## config.mk

```make
export PLATFORM = sky130hd
export DESIGN_NAME = wave_voice_scheduler_flat
export DESIGN_NICKNAME = d
export VERILOG_FILES = /design/src/rtl/wave_voice_scheduler_if.sv /design/src/rtl/wave_voice_scheduler.sv /design/src/flat_wrapper.sv
export SDC_FILE = /design/constraint.sdc
export NUM_CORES = 1
export LEC_CHECK = 0
export ABC_CLOCK_PERIOD_IN_PS = 29000
export CAP_MARGIN = 10
export CORE_ASPECT_RATIO = 0.5
export CORE_MARGIN = 2
export CORE_UTILIZATION = 65
export CTS_CLUSTER_DIAMETER = 100
export DETAILED_ROUTE_END_ITERATION = 12
export DONT_BUFFER_PORTS = 1
export GPL_TIMING_DRIVEN = 1
export PLACE_DENSITY = 0.81
export SLEW_MARGIN = 20
export SYNTH_ARGS = -nofsm -noshare
export SYNTH_HDL_FRONTEND = slang
export SYNTH_SLANG_ARGS = --single-unit
```

## constraint.sdc

```tcl
create_clock -name clk -period 29 [get_ports clk]
set_clock_uncertainty 0.1 [all_clocks]
set_input_delay 2.9 -clock clk [delete_from_list [all_inputs] [get_ports clk]]
set_output_delay 2.9 -clock clk [all_outputs]
set_load 0.01 [all_outputs]
```

## src/rtl/wave_voice_scheduler_if.sv

```systemverilog
// wave_voice_scheduler_if
//   Bundles every non-clock/reset signal of the voice scheduler:
//   host configuration bus, sync/tick strobes, the request/return
//   handshake to the shared sine/amplitude datapath, and the sample output.
//   Modports:
//     slave  - the scheduler itself
//     master - its environment (host, datapath, sample consumer)
//   Datapath handshake: a request is transferred in every cycle that
//   dp_valid=1 (the datapath has no ready and must accept one request per
//   cycle); each request yields exactly one later cycle with dp_rvalid=1
//   carrying dp_result, in issue order.
//   dbg_state exposes the scheduler FSM state (0 IDLE, 1 ISSUE, 2 DRAIN, 3 DONE).
interface wave_voice_scheduler_if #(
  parameter int NCH = 8
);
  localparam int CW = $clog2(NCH);

  logic          cfg_we;
  logic [CW-1:0] cfg_addr;
  logic [1:0]    cfg_sel;
  logic [15:0]   cfg_data;
  logic          sync;
  logic          sample_tick;
  logic          dp_valid;
  logic [11:0]   dp_phase;
  logic [15:0]   dp_amp;
  logic          dp_rvalid;
  logic [15:0]   dp_result;
  logic [15:0]   sample;
  logic          sample_valid;
  logic          busy;
  logic          overrun;
  logic [1:0]    dbg_state;

  modport slave (
    input  cfg_we, cfg_addr, cfg_sel, cfg_data, sync, sample_tick,
    input  dp_rvalid, dp_result,
    output dp_valid, dp_phase, dp_amp,
    output sample, sample_valid, busy, overrun, dbg_state
  );

  modport master (
    output cfg_we, cfg_addr, cfg_sel, cfg_data, sync, sample_tick,
    output dp_rvalid, dp_result,
    input  dp_valid, dp_phase, dp_amp,
    input  sample, sample_valid, busy, overrun, dbg_state
  );
endinterface

```

## src/rtl/wave_voice_scheduler.sv

```systemverilog
// wave_voice_scheduler
//   Time-multiplexes one shared sine/amplitude datapath across NCH voices.
//   On each accepted sample_tick it issues one (phase, amp) request per cycle
//   for voices 0..NCH-1, sums the NCH returned products and emits one
//   saturated signed 16-bit sample.
//   Ports:
//     clk   - system clock, rising edge
//     reset - asynchronous, active-high; clears all state
//     bus   - wave_voice_scheduler_if.slave (config bus, sync/tick strobes,
//             datapath request/return, sample, busy, overrun, dbg_state)
//   Optional feature: define WAVESEQ_MUTE_EN to add a per-voice mute
//   register (cfg_sel=3, cfg_data[0]); a muted voice is still issued and
//   its phase still advances, only its dp_amp is forced to 0.
module wave_voice_scheduler #(
  parameter int NCH = 8
) (
  input logic                   clk,
  input logic                   reset,
  wave_voice_scheduler_if.slave bus
);
  localparam int CW = $clog2(NCH);
  localparam int SW = 16 + CW;
  localparam logic [CW:0]   NCH_CNT  = (CW+1)'(NCH);
  localparam logic [CW-1:0] LAST_IDX = CW'(NCH - 1);

  typedef enum logic [1:0] {
    S_IDLE  = 2'd0,
    S_ISSUE = 2'd1,
    S_DRAIN = 2'd2,
    S_DONE  = 2'd3
  } state_t;

  state_t r_state, w_state_next;

  logic [15:0]   r_amp   [NCH];
  logic [15:0]   r_phoff [NCH];
  logic [15:0]   r_phadd [NCH];
  logic [15:0]   r_acc   [NCH];
  logic [CW-1:0] r_idx;
  logic [CW:0]   r_ret_cnt;
  logic [SW-1:0] r_sum;
  logic          r_sweep_sync;
  logic          r_sync_pend;
  logic [15:0]   r_sample;
  logic          r_sample_valid;
  logic          r_dp_valid;
  logic [11:0]   r_dp_phase;
  logic [15:0]   r_dp_amp;
  logic          r_overrun;
`ifdef WAVESEQ_MUTE_EN
  logic [NCH-1:0] r_mute;
`endif

  logic          w_start;
  logic          w_issue;
  logic [CW-1:0] w_issue_idx;
  logic          w_issue_sync;
  logic [15:0]   w_issue_base;
  logic [15:0]   w_issue_amp;
  logic          w_ret_take;
  logic [SW-1:0] w_sum_next;
  logic [CW:0]   w_cnt_next;
  logic          w_all_back;
  logic [15:0]   w_sat;

  assign w_start = (r_state == S_IDLE) && bus.sample_tick;

  // Return path: returns are counted only inside a sweep and only up to NCH.
  always_comb begin
    w_ret_take = bus.dp_rvalid && (r_state != S_IDLE) && (r_ret_cnt != NCH_CNT);
    w_sum_next = r_sum;
    w_cnt_next = r_ret_cnt;
    if (w_ret_take) begin
      w_sum_next = r_sum + {{CW{bus.dp_result[15]}}, bus.dp_result};
      w_cnt_next = r_ret_cnt + 1'b1;
    end
    w_all_back = (w_cnt_next == NCH_CNT);
  end

  // The sum fits in 16 bits iff every bit above bit 15 equals the sign bit.
  always_comb begin
    if (w_sum_next[SW-1:15] == {(CW+1){w_sum_next[SW-1]}}) w_sat = w_sum_next[15:0];
    else if (w_sum_next[SW-1])                             w_sat = 16'h8000;
    else                                                   w_sat = 16'h7FFF;
  end

  // Next-state logic. Request registers are loaded one edge ahead, so the
  // voice issued at an edge is the one shown on dp_* in the following cycle.
  always_comb begin
    w_state_next = r_state;
    w_issue      = 1'b0;
    w_issue_idx  = '0;
    w_issue_sync = r_sweep_sync;
    case (r_state)
      S_IDLE: begin
        if (bus.sample_tick) begin
          w_state_next = S_ISSUE;
          w_issue      = 1'b1;
          w_issue_sync = r_sync_pend;
        end
      end
      S_ISSUE: begin
        if (r_idx == LAST_IDX) begin
          w_state_next = w_all_back ? S_DONE : S_DRAIN;
        end else begin
          w_issue     = 1'b1;
          w_issue_idx = r_idx + 1'b1;
        end
      end
      S_DRAIN: begin
        if (w_all_back) w_state_next = S_DONE;
      end
      S_DONE:  w_state_next = S_IDLE;
      default: w_state_next = S_IDLE;
    endcase
  end

  always_comb begin
    w_issue_base = w_issue_sync ? r_phoff[w_issue_idx] : r_acc[w_issue_idx];
`ifdef WAVESEQ_MUTE_EN
    w_issue_amp = r_mute[w_issue_idx] ? 16'h0000 : r_amp[w_issue_idx];
`else
    w_issue_amp = r_amp[w_issue_idx];
`endif
  end

  always_ff @(posedge clk or posedge reset) begin
    if (reset) r_state <= S_IDLE;
    else       r_state <= w_state_next;
  end

  always_ff @(posedge clk or posedge reset) begin
    if (reset) begin
      for (int i = 0; i < NCH; i++) begin
        r_amp[i]   <= '0;
        r_phoff[i] <= '0;
        r_phadd[i] <= '0;
      end
    end else if (bus.cfg_we) begin
      case (bus.cfg_sel)
        2'd0:    r_amp[bus.cfg_addr]   <= bus.cfg_data;
        2'd1:    r_phoff[bus.cfg_addr] <= bus.cfg_data;
        2'd2:    r_phadd[bus.cfg_addr] <= bus.cfg_data;
        default: ;
      endcase
    end
  end

`ifdef WAVESEQ_MUTE_EN
  always_ff @(posedge clk or posedge reset) begin
    if (reset) r_mute <= '0;
    else if (bus.cfg_we && (bus.cfg_sel == 2'd3)) r_mute[bus.cfg_addr] <= bus.cfg_data[0];
  end
`endif

  always_ff @(posedge clk or posedge reset) begin
    if (reset) begin
      for (int i = 0; i < NCH; i++) r_acc[i] <= '0;
    end else if (w_issue) begin
      r_acc[w_issue_idx] <= w_issue_base + r_phadd[w_issue_idx];
    end
  end

  always_ff @(posedge clk or posedge reset) begin
    if (reset) begin
      r_idx        <= '0;
      r_ret_cnt    <= '0;
      r_sum        <= '0;
      r_sweep_sync <= 1'b0;
      r_sync_pend  <= 1'b0;
    end else begin
      if (w_start) begin
        r_sum        <= '0;
        r_ret_cnt    <= '0;
        r_sweep_sync <= r_sync_pend;
      end else begin
        r_sum     <= w_sum_next;
        r_ret_cnt <= w_cnt_next;
      end
      if (w_issue) r_idx <= w_issue_idx;
      // A sync arriving in the very cycle a sweep starts stays pending.
      if (bus.sync)     r_sync_pend <= 1'b1;
      else if (w_start) r_sync_pend <= 1'b0;
    end
  end

  // The sample is captured on the edge that enters DONE, so sample_valid is
  // high during the DONE cycle with the new sample already visible.
  always_ff @(posedge clk or posedge reset) begin
    if (reset) begin
      r_dp_valid     <= 1'b0;
      r_dp_phase     <= '0;
      r_dp_amp       <= '0;
      r_overrun      <= 1'b0;
      r_sample       <= '0;
      r_sample_valid <= 1'b0;
    end else begin
      r_dp_valid     <= w_issue;
      r_dp_phase     <= w_issue ? w_issue_base[15:4] : 12'h000;
      r_dp_amp       <= w_issue ? w_issue_amp : 16'h0000;
      r_overrun      <= bus.sample_tick && (r_state != S_IDLE);
      r_sample_valid <= (w_state_next == S_DONE);
      if (w_state_next == S_DONE) r_sample <= w_sat;
    end
  end

  assign bus.dp_valid     = r_dp_valid;
  assign bus.dp_phase     = r_dp_phase;
  assign bus.dp_amp       = r_dp_amp;
  assign bus.sample       = r_sample;
  assign bus.sample_valid = r_sample_valid;
  assign bus.busy         = (r_state != S_IDLE);
  assign bus.overrun      = r_overrun;
  assign bus.dbg_state    = r_state;
endmodule

```

## src/flat_wrapper.sv

```systemverilog
// flat-port wrapper written by rule: the top's interface ports become plain ports
module wave_voice_scheduler_flat 
#(
  parameter int NCH = 8
)
  (clk, reset, bus_cfg_we, bus_cfg_addr, bus_cfg_sel, bus_cfg_data, bus_sync, bus_sample_tick, bus_dp_rvalid, bus_dp_result, bus_dp_valid, bus_dp_phase, bus_dp_amp, bus_sample, bus_sample_valid, bus_busy, bus_overrun, bus_dbg_state);
  wave_voice_scheduler_if #(.NCH(NCH)) bus_i ();
  input logic clk;
  input logic reset;
  input wire logic [$bits(bus_i.cfg_we)-1:0] bus_cfg_we;
  input wire logic [$bits(bus_i.cfg_addr)-1:0] bus_cfg_addr;
  input wire logic [$bits(bus_i.cfg_sel)-1:0] bus_cfg_sel;
  input wire logic [$bits(bus_i.cfg_data)-1:0] bus_cfg_data;
  input wire logic [$bits(bus_i.sync)-1:0] bus_sync;
  input wire logic [$bits(bus_i.sample_tick)-1:0] bus_sample_tick;
  input wire logic [$bits(bus_i.dp_rvalid)-1:0] bus_dp_rvalid;
  input wire logic [$bits(bus_i.dp_result)-1:0] bus_dp_result;
  output wire logic [$bits(bus_i.dp_valid)-1:0] bus_dp_valid;
  output wire logic [$bits(bus_i.dp_phase)-1:0] bus_dp_phase;
  output wire logic [$bits(bus_i.dp_amp)-1:0] bus_dp_amp;
  output wire logic [$bits(bus_i.sample)-1:0] bus_sample;
  output wire logic [$bits(bus_i.sample_valid)-1:0] bus_sample_valid;
  output wire logic [$bits(bus_i.busy)-1:0] bus_busy;
  output wire logic [$bits(bus_i.overrun)-1:0] bus_overrun;
  output wire logic [$bits(bus_i.dbg_state)-1:0] bus_dbg_state;
  assign bus_i.cfg_we = bus_cfg_we;
  assign bus_i.cfg_addr = bus_cfg_addr;
  assign bus_i.cfg_sel = bus_cfg_sel;
  assign bus_i.cfg_data = bus_cfg_data;
  assign bus_i.sync = bus_sync;
  assign bus_i.sample_tick = bus_sample_tick;
  assign bus_i.dp_rvalid = bus_dp_rvalid;
  assign bus_i.dp_result = bus_dp_result;
  assign bus_dp_valid = bus_i.dp_valid;
  assign bus_dp_phase = bus_i.dp_phase;
  assign bus_dp_amp = bus_i.dp_amp;
  assign bus_sample = bus_i.sample;
  assign bus_sample_valid = bus_i.sample_valid;
  assign bus_busy = bus_i.busy;
  assign bus_overrun = bus_i.overrun;
  assign bus_dbg_state = bus_i.dbg_state;
  wave_voice_scheduler #(.NCH(NCH)) u_core (.clk(clk), .reset(reset), .bus(bus_i));
endmodule
```

==> impl_results.md <==
* Register area at 14700 um2
* Die area at 44800 um2
* Async SR Flop Fraction at 100%
* FILL cells at 2869
* Clock tree buffer depth at 3
* VDD IR-drop max at 0.101 mV
* Setup WS post-layout at roughly 21 ns
* Delay-heaviest family, CP: simple AND/OR/NAND/NOR gates
* Ys flop type: dfrtp_1
* Slew margin rel. at 26.9%
* Critical-path cell list: and2_1 > mux2i_4 > buf_4 > buf_4 > inv_2 > nor2_1 > a21oi_1 > a311oi_1 > a21o_1 > inv_1 > fa_1 > nor2b_1 > o31a_1 > o211ai_1 > a21o_1 > a21boi_1 > nor2_1 > nor3_1 > o21ai_0
* Layout cells sized above 1 at 28.7%
* Final Hold Fails at 0
* Post-CTS Hold Buffers at 0
* CTS tree: done
* Crit Path Class: primary input to register
* DRC viols at 0
* Initial Utilization at roughly two thirds
* Die Ht at 151 um
* First-pass DRT Iterations at 5
* Power Density at 130 nW/um2
* Vias per std cell at 6.52
* CP Capture Type: register
* Iter 0 DRT Violations at between 1000 and 1500
* #FFs+latches synth at 589
* Gr ovfl total at 0
* Area occupied by multi-input gates at 12500 um2
* Worst hold slack at ~0.38 ns
* EDFF count, synth at 0
* Worst EP arrival at roughly 8.3 ns
* I/O pin total at 93
* H-tree depth at 2
* Pre-CTS setup slack at 20.56 ns
* Crit Path Max Fanout at 45
* Mapped Nets at 2397
* Post-CTS setup buffers at 0
* Critical Path RT at 29.32 ns
* Synth unique cells at 80
* Worst-skew pair later-pin latency at 0.61 ns
* Total clock sinks at just under 600
* CP Buf/Inv Count at 4
* Core Area at 42200 um2
* Final setup fails at 0
* Most frequent cells in the layout: 589 x dfrtp_1, 459 x mux2_2, 255 x nand2_1
* Area Growth Syn to Fin at 7.22%
* Final slew viol count at 0
* First-pass GRT wire length at roughly 100 mm
* Worst Setup Start Kind: primary input
* IO buf count at 0
* Min Tclk post-route at 7.99 ns
* RSZ-0062 raised after global routing: false
* Worst min path class: register to register
* Avg Synthesized Cell Area at 12.1 um2
* Syn Std Cell Area at 28000 um2
* Worst-margin pin slew at ~1.1 ns
* Commonest non-fill, non-tap cell in the layout: dfrtp_1
* Final antenna-violating net count at 0
* Fmax at 125 MHz
* Warnings from Yosys at 0
* Num CTS Buffers at 50
* Root Driver: clkbuf_16
* Max-Cap Viols at 0
* Rows at 53
* Vias at 18500
* Period utilization at 27.6%
* Post-CTS sizing at 0
* Outcome: complete, no violations
* Reg clk slew, reported paths at 0.07 ns
* Diode count at 0
* DP HPWL at 40.9 mm
* Die Width at 297 um
* WL per Instance at about 23 um
* GRT Overall Usage at 29.6%
* Worst path max stage delay at between 0.6 and 0.7 ns
* Global placement routability congestion at 0.945
* Nets at between 2000 and 2500
* Vias in the first global route at 18600
* Setup TNS at 0 ns
* Final wirelength at 65.6 mm
* Synthesized instance count at between 2000 and 2500
* Slowest stage cell, crit path: and2_1
* P_leak at between 0.01 and 0.015 uW
* Register area share after synthesis at 52.7%
* Largest net degree at the start of global routing at 170
* Antenna violations before repair at 0
* Power Total at 3900 uW
==> stage by stage <==
stage	cells	instance area, um2	utilization [%]
detailed placement	2754	28300	67.0
finish	2842	30000	71.1
global placement	2754	28300	67.0
floorplan	2315	28000	-
global route	2842	30000	71.1
CTS	2842	30000	71.1
==> layout make-up <==
type	count	area share [%]
well taps	577	2.41
clock buffers	75	4.92
repair buffers	33	0.867
multi-input cells	1539	41.7
clock inverters	13	0.738
inverters	16	0.225
flip-flops and latches	589	49.1
==> Yosys cell counts, types with 7 or more instances <==
master	count	area (um2)
a31o_2	12	105
and2_1	18	113
xnor2_1	11	96.3
buf_2	38	190
mux2_2	459	5170
dfrtp_1	589	14700
a21o_1	17	128
nand3_1	25	125
mux4_2	16	360
xor2_1	9	78.8
buf_1	11	41.3
nor3b_1	9	67.6
a211oi_1	7	52.6
ha_1	37	463
nor2_1	71	267
o21ai_1	15	75.1
nand4_1	16	100
clkbuf_1	118	443
o211ai_1	9	67.6
a21oi_2	10	87.6
o32ai_2	8	130
a221oi_1	29	254
nand2_1	257	965
o21ai_0	131	656
nor3_1	7	35.0
inv_1	13	48.8
o21a_1	7	52.6
o221ai_1	80	701
mux2i_1	93	931
nand3b_1	8	60.1
a21oi_1	55	275
o22ai_1	32	200
==> sequential cells by signal (all words and copies together), names as in the netlist <==
name,cells
u_core.bus.dbg_state,2
u_core.r_sync_pend,1
u_core.r_ret_cnt,4
u_core.bus.dp_phase,12
u_core.r_idx,3
u_core.r_acc,128
u_core.r_sweep_sync,1
u_core.r_phoff,128
u_core.r_amp,128
u_core.bus.overrun,1
u_core.bus.sample,16
u_core.bus.sample_valid,1
u_core.bus.dp_valid,1
u_core.r_phadd,128
u_core.r_sum,19
u_core.bus.dp_amp,16
==> worst min-delay path: cells and delay by family, from the launching register on <==
family          cells  cell delay, ns
flops               1            0.34
compound gates      1            0.06
simple gates        1            0.04
==> worst paths after layout <==
kind                                endpoint               startpoint  depth (start not counted)  slack (ns)
max                        u_core.r_acc[110]          bus_sample_tick                         19       21.01
min                         u_core.r_acc[74]         u_core.r_acc[74]                          2        0.38
max reg2reg                u_core.r_acc[110]  u_core.bus.dbg_state[0]                         20       22.38
min reg2reg                 u_core.r_acc[74]         u_core.r_acc[74]                          2        0.38
max in group asynchronous    u_core.r_amp[0]                    reset                          5       23.01
min in group asynchronous   u_core.r_acc[92]                    reset                          1        2.15
==> power by group <==
group          leakage (uW)  internal (uW)  switching, uW
clock network      0.000826            390            307
logic               0.00502            744           1260
registers           0.00748           1060            136
==> cells by family (layout without fill, tap and decap cells) <==
group,after synthesis,after routing,share of synthesized area (%)
compound gates,452,452,11.3
xor+xnor,21,21,0.684
fa+ha+maj,39,39,1.80
buf+inv,187,137,2.78
flops,589,589,52.7
mux,573,573,23.4
simple gates,454,454,7.38
==> layer usage <==
layer,track usage [%],vias up,routed length [um]
li1,-,8298,-
met1,42.5,9535,30100
met2,46.9,606,29800
met3,6.13,93,4630
met4,6.94,0,1060
met5,0,-,0
Note: power is estimated with default switching activity, not from simulation.
